===== src/rtl/bernoulli_arbiter.sv =====
// bernoulli_arbiter
//   Shares one 7-bit maximal-length LFSR among REQS requesters. One requester
//   is granted per cycle in round-robin order. The granted requester gets a
//   registered Bernoulli bit with P(1) = threshold/127 one cycle later. The
//   block also reseeds the shared source through a one-cycle RELOAD state.
//
//   Optional feature: define BERNOULLI_ARB_STATS_EN to build per-requester
//   16-bit saturating grant and ones counters. When it is undefined,
//   stat_grants and stat_ones are tied to 0.
//
// Ports
//   clk, rst_n   clock, asynchronous active-low reset
//   req          per-requester request, held until granted
//   threshold    per-requester probability numerator, 0..127
//   seed_load    one-cycle pulse that starts a reseed
//   seed         new LFSR value; 0 selects SEED
//   gnt          one-hot grant, combinational
//   rsp_valid    registered response strobe, one cycle per grant
//   rsp_id       index of the requester being answered
//   rsp_bit      Bernoulli result
//   stat_sel     requester selected for statistics readback
//   stat_grants  grant count for stat_sel
//   stat_ones    ones count for stat_sel
module bernoulli_arbiter #(
    parameter int         REQS = 4,
    parameter logic [6:0] SEED = 7'h5A
) (
    input  logic                        clk,
    input  logic                        rst_n,
    input  logic [REQS-1:0]             req,
    input  logic [0:REQS-1][6:0]        threshold,
    input  logic                        seed_load,
    input  logic [6:0]                  seed,
    output logic [REQS-1:0]             gnt,
    output logic                        rsp_valid,
    output logic [$clog2(REQS)-1:0]     rsp_id,
    output logic                        rsp_bit,
    input  logic [$clog2(REQS)-1:0]     stat_sel,
    output logic [15:0]                 stat_grants,
    output logic [15:0]                 stat_ones
);

    localparam int IDW = $clog2(REQS);

    typedef enum logic {RUN, RELOAD} state_t;

    state_t         state;
    logic [6:0]     lfsr;
    logic [6:0]     seed_q;
    logic [IDW-1:0] ptr;

    // Round-robin search: first request at or after ptr, wrapping.
    logic           found;
    logic [IDW-1:0] pick;
    int             j;

    always_comb begin
        found = 1'b0;
        pick  = '0;
        j     = 0;
        for (int i = 0; i < REQS; i++) begin
            j = int'(ptr) + i;
            if (j >= REQS) j = j - REQS;
            if (!found && req[j]) begin
                found = 1'b1;
                pick  = IDW'(j);
            end
        end
    end

    // Grant is gated by reset too, so nothing leaks out while rst_n is low.
    logic grant;
    assign grant = rst_n && (state == RUN) && !seed_load && found;

    always_comb begin
        gnt = '0;
        if (grant) gnt[pick] = 1'b1;
    end

    logic draw;
    assign draw = (lfsr <= threshold[pick]);

    always_ff @(posedge clk or negedge rst_n) begin
        if (!rst_n) begin
            state     <= RUN;
            lfsr      <= SEED;
            seed_q    <= SEED;
            ptr       <= '0;
            rsp_valid <= 1'b0;
            rsp_id    <= '0;
            rsp_bit   <= 1'b0;
        end else begin
            rsp_valid <= grant;
            case (state)
                RUN: begin
                    if (seed_load) begin
                        // Capture the seed with the pulse; it is applied in RELOAD.
                        seed_q <= (seed == 7'd0) ? SEED : seed;
                        state  <= RELOAD;
                    end else if (grant) begin
                        rsp_id  <= pick;
                        rsp_bit <= draw;
                        lfsr    <= {lfsr[5:0], lfsr[6] ^ lfsr[5]};
                        ptr     <= (pick == IDW'(REQS - 1)) ? '0 : pick + 1'b1;
                    end
                end
                RELOAD: begin
                    // seed_load here is ignored.
                    lfsr  <= seed_q;
                    state <= RUN;
                end
                default: state <= RUN;
            endcase
        end
    end

`ifdef BERNOULLI_ARB_STATS_EN
    logic [15:0] cnt_grants [REQS];
    logic [15:0] cnt_ones   [REQS];

    // Counters follow the response, so they see exactly what requesters see.
    always_ff @(posedge clk or negedge rst_n) begin
        if (!rst_n) begin
            for (int i = 0; i < REQS; i++) begin
                cnt_grants[i] <= '0;
                cnt_ones[i]   <= '0;
            end
        end else if (rsp_valid) begin
            if (cnt_grants[rsp_id] != 16'hFFFF)
                cnt_grants[rsp_id] <= cnt_grants[rsp_id] + 16'd1;
            if (rsp_bit && cnt_ones[rsp_id] != 16'hFFFF)
                cnt_ones[rsp_id] <= cnt_ones[rsp_id] + 16'd1;
        end
    end

    assign stat_grants = cnt_grants[stat_sel];
    assign stat_ones   = cnt_ones[stat_sel];
`else
    logic unused_stat_sel;
    assign unused_stat_sel = ^stat_sel;
    assign stat_grants     = 16'd0;
    assign stat_ones       = 16'd0;
`endif

endmodule


===== config.mk =====
export PLATFORM = sky130hd
export DESIGN_NAME = bernoulli_arbiter
export DESIGN_NICKNAME = d
export VERILOG_FILES = /design/src/rtl/bernoulli_arbiter.sv
export SDC_FILE = /design/constraint.sdc
export NUM_CORES = 1
export LEC_CHECK = 0
export BUFFER_PORTS_ARGS = -buffer_cell sky130_fd_sc_hd__buf_2
export CAP_MARGIN = 10
export CORE_MARGIN = 5
export CORE_UTILIZATION = 46
export CTS_CLUSTER_SIZE = 24
export DETAILED_ROUTE_END_ITERATION = 8
export PLACE_DENSITY = 0.85
export SLEW_MARGIN = 20
export SYNTH_ARGS = -nofsm -noshare
export SYNTH_HDL_FRONTEND = slang
export SYNTH_SLANG_ARGS = --single-unit

===== constraint.sdc =====
create_clock -name clk -period 2.6 [get_ports clk]
set_input_delay 0.26 -clock clk [delete_from_list [all_inputs] [get_ports clk]]
set_output_delay 0.26 -clock clk [all_outputs]
set_load 0.03 [all_outputs]

==> results.py <==
metrics = {
    "detailed_routing": {
        "wirelength_mm": 3.337,
        "vias_per_cell": 4.770,
        "wire_per_inst_um": 12.59,
        "vias": 1264,
        "drt_iter0_markers": 37,
        "antenna_left": 0,
        "firstDrtPassIters": 4,
        "drc": 0,
    },
    "worst_setup_path": {
        "r2r_cells": 10,
        "cp_data_arrival_time_ps": 2650,
        "crit_top_cell": "a21oi_1",
        "crit_type": "flop to flop",
        "endpoint_kind": "flop",
        "path_buf_inv": 1,
        "r2r-end": "rsp_bit$_DFFE_PN0P_",
        "required_ps": 2770,
        "crit_slowest_cell": "dfrtp_2",
        "crit_chain": "mux2i_1 > a211oi_2 > clkbuf_16 > mux2_2 > ha_1 > nor2b_1 > o21a_1 > o21ai_0 > a21oi_1 > a21oi_1",
        "crit_cells": 10,
        "critPathLaunchType": "flop",
        "crit_family": "compound AO/OA/AOI/OAI gates",
        "r2r_slack_ps": 130,
        "reg2reg_from": "ptr[1]$_DFFE_PN0P_",
        "crit_fanout": 6,
        "cpPeakStageDelay_ps": 450,
    },
    "synth": {
        "yosysWarnings": 0,
        "synth_flop_cell": "dfrtp_1",
        "yosysTopAreaCell": "dfrtp_1",
        "yosysSeqAreaShare_pct": 31.42,
        "ys_seq_elements": 21,
        "synth_top_area_share_pct": 19.09,
        "synth_cells": 162,
        "synth_commonest_cells": "buf_4 (34), mux2i_1 (22), dfrtp_1 (13)",
        "syn_avg_cell_area_sq_um": 10.52,
        "synth_most_common_cell": "buf_4",
        "ys_top_cells_by_area": "dfrtp_1 (19%), buf_4 (15%), mux2i_1 (13%), dfstp_2 (12%), ha_1 (8.1%)",
        "ys_types": 37,
        "syn-cell-area_sq_mm": 0.001704,
        "synth_edf_count": 0,
        "synthArstFlopShare_pct": 100.0,
    },
    "timing": {
        "clock_skew_ps": 1.744,
        "finalCritPeriodShare_pct": 95.14,
        "holdWs_ps": 238.3,
        "fmax_mhz": 404.3,
        "setup_tns_ps": 0,
        "relSlewSlack_pct": 29.25,
        "setup_ws_ps": 126.3,
        "min_period_ps": 2474,
        "setup_viol": 0,
        "drv_slew": 0,
        "hold_violations": 0,
        "worst_pin_slew_ps": 1058,
        "rsz0062_at_grt": "false",
    },
    "worst_hold_path": {
        "hold_path_end": "seed_q[4]$_DFFE_PN1P_",
        "worstHoldPathCells": 2,
        "hold_class": "input pin to flop",
        "holdCritStartpoint": "seed[4]",
    },
    "grt": {
        "grt_pass1_wl_mm": 4.740,
        "grt_max_degree": 22,
        "grt_pass1_vias": 1125,
        "grt_antenna_before_repair": 0,
        "grt_use_total_pct": 11.26,
        "grt_overflow": 0,
    },
    "job": {
        "maxCapViolCount": 0,
    },
    "cells_and_area": {
        "drive_gt1_share_pct": 41.47,
        "antenna_cells": 0,
        "layout.nets": 273,
        "fin_util_pct": 55.23,
        "syn_to_final_growth_pct": 17.77,
        "stdcell_area_sq_mm": 0.002007,
        "nFillCells": 318,
    },
    "power_and_ir_drop": {
        "leakagePower_nw": 0.9844,
        "p_per_area_mw_per_mm2": 751.6,
        "peakVddDrop_v": 0.0003782,
    },
    "outcome": {
        "outcome": "finished, final reports clean",
    },
    "clocking": {
        "cts.sinks": 21,
        "clock_path_buffers": 2,
        "cts_tree": "built",
        "numCtsBuffers": 3,
        "clk_latency_ps": 250,
        "htreeDepth": 1,
        "root_buffer": "clkbuf_8",
        "cts.clk_slew.worst_paths_ps": 70,
    },
    "placement": {
        "port_buffers": 49,
        "dp_hpwl_mm": 2.641,
        "gp_congestion": 0.8460,
        "post-place-ws_ps": 75.97,
        "dpl_cell_area_sq_mm": 0.001889,
    },
    "die": {
        "ioPinCount": 84,
        "dieArea_sq_mm": 0.005022,
        "dieWidth_um": 70.87,
        "core_sq_mm": 0.003633,
        "initial_core_util_pct": 46.90,
        "die_y_um": 70.87,
        "rows": 22,
    },
}
## logic make-up after synthesis
logic type	share of synthesized area, %
other cells	0.2201
mux	20.85
compound gates	12.19
simple gates	8.223
buf+inv	18.50
fa+ha+maj	8.076
flops	31.42
xor+xnor	0.5140
## layer usage
| metal | vias to the layer above | share of wire, % | global-route usage (%) |
|---|---|---|---|
| met5 | - | 0 | 0 |
| met4 | 0 | 1.2 | 4.384 |
| met3 | 6 | 10 | 3.267 |
| met2 | 63 | 48 | 19.46 |
| met1 | 575 | 40 | 13.07 |
| li1 | 620 | - | - |
## where the power goes
group,switching (mW),leakage (nW),internal (mW)
logic,0.421,0.723,0.400
registers,0.0681,0.239,0.421
clock network,0.0899,0.0228,0.109
total,0.579,0.984,0.929
## layout make-up
type	instances	area (sq um)	share of cell area, %
multi-input cells	130	1007	50.19
well taps	48	60.06	2.993
inverters	4	15.01	0.7481
repair buffers	58	342.8	17.08
flip-flops and latches	21	536.8	26.75
clock buffers	4	45.04	2.244
## how the worst max path moves through the flow
stage	startpoint	end	slack, ps
6_report	ptr[1]$_DFFE_PN0P_	rsp_bit$_DFFE_PN0P_	130
5_1_grt	ptr[1]$_DFFE_PN0P_	rsp_bit$_DFFE_PN0P_	10
4_1_cts	ptr[1]$_DFFE_PN0P_	rsp_bit$_DFFE_PN0P_	60
3_5_place_dp	ptr[1]$_DFFE_PN0P_	rsp_bit$_DFFE_PN0P_	80
3_3_place_gp	ptr[1]$_DFFE_PN0P_	rsp_bit$_DFFE_PN0P_	150
2_1_floorplan	ptr[1]$_DFFE_PN0P_	rsp_bit$_DFFE_PN0P_	320
## layout by cell type, fill, tap and decap left out, types with 2 or more instances in the layout
cell type / count
a21oi_1: 4
and2_1: 4
buf_2: 49
buf_4: 5
clkbuf_8: 3
conb_1: 32
dfrtp_1: 12
dfstp_2: 8
ha_1: 10
inv_1: 3
mux2_2: 12
mux2i_1: 22
nand2_1: 9
nor2b_1: 2
o21a_1: 3
o21ai_0: 7
o21ai_1: 2
o22a_1: 4
o22ai_1: 2
## registers in the layout, summed over array words and instances (netlist names)
name,cells
state,1
seed_q,7
rsp_bit,1
lfsr,7
rsp_id,2
ptr,2
rsp_valid,1
## worst reg2reg max path, cell delays in order, from the launching register on
cell       delay (ps)
dfrtp_2           450
mux2i_1           140
a211oi_2          300
clkbuf_16         200
mux2_2            330
ha_1              290
nor2b_1           130
o21a_1            150
o21ai_0           170
a21oi_1           100
a21oi_1           140
## timing repair
item	in CTS	in global routing
gates resized for setup	0	4
setup endpoints to repair	0	5
setup buffers	0	4
hold endpoints to repair	13	0
hold buffers	1	0
## metrics by stage
stage,std cells,total power [mW]
6_report,265,1.508
3_5_place_dp,255,1.264
2_1_floorplan,193,1.119
3_3_place_gp,255,1.233
5_1_grt,265,1.615
4_1_cts,260,1.468
(Power assumes the default switching activity.)
